===== config.mk =====
export PLATFORM = sky130hd
export DESIGN_NAME = stream_in_port
export DESIGN_NICKNAME = d
export VERILOG_FILES = /design/src/rtl/stream_in_port.sv
export SDC_FILE = /design/constraint.sdc
export NUM_CORES = 1
export LEC_CHECK = 0
export CORE_MARGIN = 2
export CORE_UTILIZATION = 48
export CTS_BUF_LIST = sky130_fd_sc_hd__clkbuf_4 sky130_fd_sc_hd__clkbuf_8 sky130_fd_sc_hd__clkbuf_16
export DETAILED_ROUTE_END_ITERATION = 10
export GPL_TIMING_DRIVEN = 0
export PLACE_DENSITY = 0.89
export SYNTH_ARGS = -nofsm -noshare
export SYNTH_HDL_FRONTEND = slang
export SYNTH_SLANG_ARGS = --single-unit

===== constraint.sdc =====
create_clock -name clock -period 4.1 [get_ports clock]
set_input_delay 0.41 -clock clock [delete_from_list [all_inputs] [get_ports clock]]
set_output_delay 0.41 -clock clock [all_outputs]
set_load 0.03 [all_outputs]

===== src/rtl/stream_in_port.sv =====
// AXI4-Stream video slave front end for the VDMA write path: frames pixels into the write FIFO,
// generates frame/line/end alignment pulses and checks geometry. Optional error counter: STREAM_IN_ERR_CNT_EN.
module stream_in_port #(
  parameter int DSIZE = 24,
  parameter     MODE  = "ONCE"
) (
  input  logic             clock,
  input  logic             rst,
  input  logic [15:0]      vactive,
  input  logic [15:0]      hactive,
  input  logic [DSIZE-1:0] axi_tdata,
  input  logic             axi_tvalid,
  output logic             axi_tready,
  input  logic             axi_tuser,
  input  logic             axi_tlast,
  input  logic             fifo_full,
  output logic             wr_en,
  output logic [DSIZE-1:0] wr_data,
  output logic             falign,
  output logic             lalign,
  output logic             ealign,
  output logic             line_err,
  output logic             sof_err,
`ifdef STREAM_IN_ERR_CNT_EN
  output logic [15:0]      err_cnt,
`endif
  output logic             frame_busy
);

  localparam bit LINE_MODE = (MODE == "LINE");

  typedef enum logic {WAIT_SOF, ACTIVE} state_t;

  state_t      r_state;
  state_t      w_stateNext;

  logic [15:0] r_pcnt;
  logic [15:0] r_lcnt;
  logic [15:0] r_hact;
  logic [15:0] r_vact;

  logic        w_beat;
  logic        w_sof;
  logic        w_sofErr;
  logic        w_write;
  logic        w_last;
  logic        w_lineErr;
  logic        w_frameEnd;
  logic [15:0] w_pcur;
  logic [15:0] w_lcur;
  logic [15:0] w_hact;
  logic [15:0] w_vact;
  logic [16:0] w_pnext;
  logic [16:0] w_lnext;

  // An SOF beat restarts the geometry, so the current position and sizes come from the beat itself.
  assign w_beat     = axi_tvalid && axi_tready;
  assign w_sof      = w_beat && axi_tuser;
  assign w_sofErr   = w_sof && (r_state == ACTIVE);
  assign w_write    = w_beat && ((r_state == ACTIVE) || axi_tuser);
  assign w_pcur     = w_sof ? 16'd0 : r_pcnt;
  assign w_lcur     = w_sof ? 16'd0 : r_lcnt;
  assign w_hact     = w_sof ? hactive : r_hact;
  assign w_vact     = w_sof ? ((vactive == 16'd0) ? 16'd1 : vactive) : r_vact;
  assign w_pnext    = {1'b0, w_pcur} + 17'd1;
  assign w_lnext    = {1'b0, w_lcur} + 17'd1;
  assign w_last     = w_write && axi_tlast;
  assign w_lineErr  = w_last && (w_pnext != {1'b0, w_hact});
  assign w_frameEnd = w_last && (w_lnext == {1'b0, w_vact});

  always_ff @(posedge clock or posedge rst) begin
    if (rst) r_state <= WAIT_SOF;
    else     r_state <= w_stateNext;
  end

  always_comb begin
    w_stateNext = r_state;
    if (w_frameEnd)  w_stateNext = WAIT_SOF;
    else if (w_sof)  w_stateNext = ACTIVE;
  end

  always_comb begin
    axi_tready = 1'b0;
    frame_busy = (r_state == ACTIVE);
    if (!rst) axi_tready = (r_state == ACTIVE) ? ~fifo_full : 1'b1;
  end

  always_ff @(posedge clock or posedge rst) begin
    if (rst) begin
      r_pcnt <= '0;
      r_lcnt <= '0;
      r_hact <= '0;
      r_vact <= '0;
    end else if (w_write) begin
      if (w_sof) begin
        r_hact <= w_hact;
        r_vact <= w_vact;
      end
      if (w_last) begin
        r_pcnt <= '0;
        r_lcnt <= w_frameEnd ? 16'd0 : w_lnext[15:0];
      end else begin
        r_pcnt <= (w_pcur == 16'hFFFF) ? 16'hFFFF : w_pnext[15:0];
        r_lcnt <= w_lcur;
      end
    end
  end

  always_ff @(posedge clock or posedge rst) begin
    if (rst) begin
      wr_en    <= 1'b0;
      wr_data  <= '0;
      falign   <= 1'b0;
      lalign   <= 1'b0;
      ealign   <= 1'b0;
      line_err <= 1'b0;
      sof_err  <= 1'b0;
    end else begin
      wr_en    <= w_write;
      if (w_write) wr_data <= axi_tdata;
      falign   <= w_sof;
      lalign   <= LINE_MODE && w_last;
      ealign   <= w_frameEnd;
      line_err <= w_lineErr;
      sof_err  <= w_sofErr;
    end
  end

`ifdef STREAM_IN_ERR_CNT_EN
  logic [16:0] w_errSum;

  // Both error kinds can fire on one beat, so the sum is widened before saturating.
  assign w_errSum = {1'b0, err_cnt} + {16'd0, w_lineErr} + {16'd0, w_sofErr};

  always_ff @(posedge clock or posedge rst) begin
    if (rst) err_cnt <= '0;
    else     err_cnt <= w_errSum[16] ? 16'hFFFF : w_errSum[15:0];
  end
`endif

endmodule


Yosys cells after proc, flatten, opt, wreduce, memory -nomap -nowiden
Cells that the tools add are included.
{"block": "word_totals", "ff_bits": 94, "input_bits": 62, "output_inout_bits": 32, "elab_cells": 41}
{"block": "op_classes", "n_addsub": 2, "n_eq_ne": 3, "mux": 13, "bitwise_logic": 1, "reduce_logical": 11}
{"operator": "$mux W16", "n": 9}
{"operator": "$add A16 B1 Y17 const B", "n": 2}
{"operator": "$eq A17 B16 Y1", "n": 1}
{"operator": "$ne A17 B16 Y1", "n": 1}
{"operator": "$eq A16 B16 Y1 const B", "n": 1}
{"operator": "$logic_not A16 Y1", "n": 1}
{"operator": "$logic_and A1 B1 Y1", "n": 7}
{"operator": "$mux W1", "n": 4}
{"operator": "$reduce_and A2 Y1", "n": 1}
{"operator": "$reduce_bool A2 Y1", "n": 1}
{"operator": "$logic_or A1 B1 Y1", "n": 1}
{"operator": "$not A1 Y1", "n": 1}

Depth between registers and ports, before layout
{"block": "depth", "ltp_word": 11, "ltp_mapped": 17, "ltp_nobuf": 12}

Worst setup path before layout
OpenSTA, ideal clock, no wires.
{"block": "synth_timing", "kind": "register to register", "startpoint": "register r_state, in the netlist frame_busy", "endpoint": "register r_lcnt[7]", "setup_time_ps": 126, "t_arrival_ps": 4342, "required_time_ps": 3974, "setup_slack_ps": -368, "path_stages_with_launch": 18, "n_path_buf": 5, "synth_period_minus_slack_ps": 4468, "cell_sequence": "dfrtp_1 -> nand2_1 -> nand3_1 -> clkbuf_1 -> clkbuf_1 -> clkbuf_1 -> and2_1 -> ha_1 -> clkbuf_1 -> nand2_1 -> or3_1 -> xnor2_1 -> nor4_1 -> a31oi_1 -> nor4_4 -> buf_6 -> nor2_1 -> a221o_1"}
{"block": "synth_between", "elab_chain_cells": 10, "word_cells_on_any_way": 14, "cone_classes": "add/sub (1); eq/ne (1); mux (6); reduce/logical (6)"}
{"item": "from (decl)", "line": "34", "source": "state_t r_state;"}
{"item": "from (signal assigned)", "line": "73", "source": "else r_state <= w_stateNext;"}
{"item": "$mux W1 (2 in a row)", "line": "85", "source": "if (!rst) axi_tready = (r_state == ACTIVE) ? ~fifo_full : 1'b1;"}
{"item": "$logic_and A1 B1 Y1", "line": "57", "source": "assign w_beat = axi_tvalid && axi_tready;"}
{"item": "$logic_and A1 B1 Y1", "line": "58", "source": "assign w_sof = w_beat && axi_tuser;"}
{"item": "$mux W16", "line": "62", "source": "assign w_lcur = w_sof ? 16'd0 : r_lcnt;"}
{"item": "$add A16 B1 Y17", "line": "66", "source": "assign w_lnext = {1'b0, w_lcur} + 17'd1;"}
{"item": "$eq A17 B16 Y1", "line": "69", "source": "assign w_frameEnd = w_last && (w_lnext == {1'b0, w_vact});"}
{"item": "$logic_and A1 B1 Y1", "line": "69"}
{"item": "$mux W16", "line": "101", "source": "r_lcnt <= w_frameEnd ? 16'd0 : w_lnext[15:0];"}
{"item": "$mux W16", "line": "99", "source": "if (w_last) begin"}
{"item": "to (signal assigned)", "line": "101"}
{"item": "to (signal assigned)", "line": "104", "source": "r_lcnt <= w_lcur;"}
{"item": "to (decl)", "line": "38", "source": "logic [15:0] r_lcnt;"}
Several ways; a longest one is shown, not always the timed one.
A chain may end at the register's enable or synchronous reset.

Final worst setup path
{"block": "layout_timing", "startpoint": "input fifo_full", "endpoint": "register r_lcnt[7]"}
{"block": "layout_between", "elab_chain_cells": 11, "word_cells_on_any_way": 14, "cone_classes": "add/sub (1); eq/ne (1); mux (6); bitwise (1); reduce/logical (5)"}
{"item": "from (decl)", "line": "16", "source": "input logic fifo_full,"}
{"item": "$not A1 Y1 *", "line": "85"}
{"item": "$mux W1 * (2 in a row)", "line": "85"}
{"item": "$logic_and A1 B1 Y1 *", "line": "57"}
{"item": "$logic_and A1 B1 Y1", "line": "58"}
{"item": "$mux W16", "line": "62"}
{"item": "$add A16 B1 Y17", "line": "66"}
{"item": "$eq A17 B16 Y1", "line": "69"}
{"item": "$logic_and A1 B1 Y1", "line": "69"}
{"item": "$mux W16", "line": "101"}
{"item": "$mux W16", "line": "99"}
Every way passes the cells marked *; elsewhere a longest branch is shown, timed or not.

==> summary.txt <==
Worst setup path
  – Critical path launch point type: input port
  – Top Family by Delay on Critical Path: simple AND/OR/NAND/NOR gates
  – WP data arrival: 4160 ps
  – Critical path depth in cells: 17
  – Reg2Reg Depth: 16
  – Worst Path Required: 4360 ps
  – Setup Crit Path Kind: input port to register
  – Critical path capture point type: register
  – Crit-path slowest cell: clkdlybuf4s50_1
  – Crit path top cell by count: buf_6
  – Slowest stage delay, CP: 570 ps
  – Critical path, cell by cell: clkdlybuf4s50_1 > nand2_2 > nand3_4 > buf_8 > clkbuf_4 > and2_1 > ha_4 > nand2_1 > or3_1 > xnor2_1 > nor4_2 > a31oi_2 > nor4_4 > buf_6 > buf_6 > nor2_1 > a221o_1
  – CP bufs+invs: 5
  – CP max FO: 19

Route
  – ANT nets after route: 0
  – Initial DRC count: 406
  – Pre-antenna DRT Iters: 7
  – Drt total wl: 14350 um
  – Vias post-DR: 4926
  – DR WL/cell: 16.82 um
  – Routed vias/inst: 5.775
  – Drc violations: 0

Clock tree
  – CTS Sinks: 94
  – H-tree depth: 3
  – Hold-fix buffers at CTS: 0
  – Skew-Pair Late Insertion Delay: 370 ps
  – CTS Root Cell: clkbuf_8
  – Clk buf depth: 2
  – Num CTS Buffers: 9
  – CTS tree: done
  – Clk slew on worst S/H paths: 90 ps

Finish
  – FF+latch area: 2354 um2
  – Nets: 777
  – Layout cells sized above 1: 7.810%
  – # diodes: 0
  – Filler Cells Inserted: 889
  – Multi-input logic area: 2725 um2
  – Layout area overhead: 27.35%
  – Final core occ: 63.38%

Floorplan
  – I/O pin count: 94
  – Cell row count: 37
  – Core area: 10420 um2
  – Die H: 107.9 um
  – Die ar.: 11650 um2
  – Starting Density: 49.77%
  – Die width: 107.9 um

Yosys
  – Primary FF master, synth: dfrtp_1
  – Largest cells by area after synthesis: dfrtp_1, nand2_1, xnor2_1
  – Seq/Total Area, Yosys: 45.38%
  – Number of flops mapped to enable cells by yosys: 0
  – Area share of the largest cell type after synthesis: 45.38%
  – Mapped cell area: 5184 um2
  – Syn nets: 672
  – Post-synth top area cell: dfrtp_1
  – Top-count cell post-synth: nand2_1
  – Top post-synthesis cells by count: nand2_1, dfrtp_1, xnor2_1, nor2_1, o21ai_0
  – Cells after synthesis: 608
  – Yosys cell types: 66
  – Ys Warns: 0
  – Async set or reset register ratio after synthesis: 100.0%
  – Yosys reg bits: 94
  – Synth Area per Inst: 8.526 um2

GRT
  – GR Overflow Total: 0
  – Met1 Resource Use GR: 34.51%
  – First-pass GRT wire length: 23230 um
  – Busiest grt layer: met2
  – Antenna violations before repair: 0
  – Largest net degree at the start of global routing: 63
  – Grt met3 use: 5.811%
  – Total Routing Usage GR: 25.47%
  – Vias in the first global route: 4771
  – Met2 Use GR: 38.90%

STA
  – Min Tclk post-route: 3900 ps
  – Final slew viol count: 0
  – Max frequency: 256.4 MHz
  – Tcrit/Tclk final: 95.13%
  – RSZ-0062 raised after global routing: no
  – Hold_ws: 470.4 ps
  – Final hold violation count: 0
  – Worst-margin pin slew: 686.0 ps
  – Setup-failing EPs final: 0
  – Layout Skew: 6.012 ps
  – Rel. slew slack: 54.09%

Pwr
  – Static leakage: 2.946 nW
  – PwrDens: 391.7 nW/um2
  – VDD IR-drop max: 314.3 uV

Min path
  – Worst hold path class: input port to async pin

Placement
  – Post-detail-place hpwl: 10470 um
  – Routability cong.: 0.9077
  – IO Port Bufs: 92

Job
  – Total of max-cap violations: 0

Run status
  – Status: finished clean
==> report_power, final <==
part           total [mW]  internal [mW]  switching, mW
logic               0.793          0.353          0.440
clock network       0.623          0.300          0.323
registers            1.17           1.07          0.102
total                2.59           1.72          0.865
==> layout make-up <==
class / count / area share (%)
multi-input combinational: 472 / 41.28
clock buffer: 11 / 2.199
sequential: 94 / 35.65
timing repair buffer: 96 / 14.76
inverter: 7 / 0.4359
buffer: 33 / 2.369
clock inverter: 4 / 0.7202
tap: 136 / 2.578
==> flip-flops by register name (all words and copies together) (netlist names) <==
signal / flops
r_lcnt: 16
r_hact: 16
falign: 1
wr_data: 24
frame_busy: 1
r_vact: 16
line_err: 1
wr_en: 1
sof_err: 1
r_pcnt: 16
ealign: 1
==> final timing paths <==
path                                 start         end  slack, ps
worst max-delay path             fifo_full   r_lcnt[7]        200
worst min-delay path                   rst   r_hact[3]        470
worst max register to register  frame_busy   r_lcnt[7]        360
worst min register to register  wr_data[2]  wr_data[2]        470
max in group asynchronous              rst   r_vact[4]       2970
min in group clock              wr_data[2]  wr_data[2]        470
==> layer usage <==
layer | wire [um] | up-vias
met3 | 1460 | 44
met5 | 0 | -
met2 | 6372 | 256
met4 | 471 | 0
li1 | - | 2277
met1 | 6046 | 2349
==> placed cells by master (no fill, tap or decap), types with 6 or more instances in the layout <==
master,netlist,routed
nand2_1,194,193
dfrtp_1,94,93
clkdlybuf4s50_1,0,92
xnor2_1,33,33
nor2_1,28,28
o21ai_0,27,27
nand3_1,25,23
clkbuf_1,23,19
xor2_1,19,19
a21oi_1,11,11
clkbuf_8,0,10
nand4_1,9,9
nor3_1,9,9
or3_1,9,9
and2_1,8,8
a211oi_1,7,7
a21o_1,7,7
nor4_1,8,6
==> through the flow <==
step           power (mW)  setup TNS [ps]  cell area [um2]  cells  worst slack, ps
2_1_floorplan       1.649               0             5187    608            74.11
3_3_place_gp        1.917          -56670             6279    836            -1281
3_5_place_dp        1.953          -39790             6309    837            -1394
4_1_cts             2.578               0             6548    853            28.81
5_1_grt             2.708               0             6601    853            1.626
6_report            2.586               0             6601    853            199.6
==> repair_timing <==
item,4_1_cts,5_1_grt
resized for setup,8,10
pin swaps,2,1
setup endpoints to repair,35,23
buffers inserted,3,0
==> cells by family (layout without fill, tap and decap cells) <==
family | count (synthesis) | in the layout | share of synthesized area, %
and+or+nand+nor | 315 | 315 | 27.54
AOI/OAI and AO/OA | 96 | 96 | 13.06
DFF | 94 | 94 | 45.38
xor gates and xnor gates | 53 | 53 | 9.100
buffers and inverters | 42 | 151 | 3.379
muxes | 5 | 5 | 0.9896
adders and majority gates | 2 | 2 | 0.4827
other | 1 | 1 | 0.07234
(Power assumes the default switching activity.)
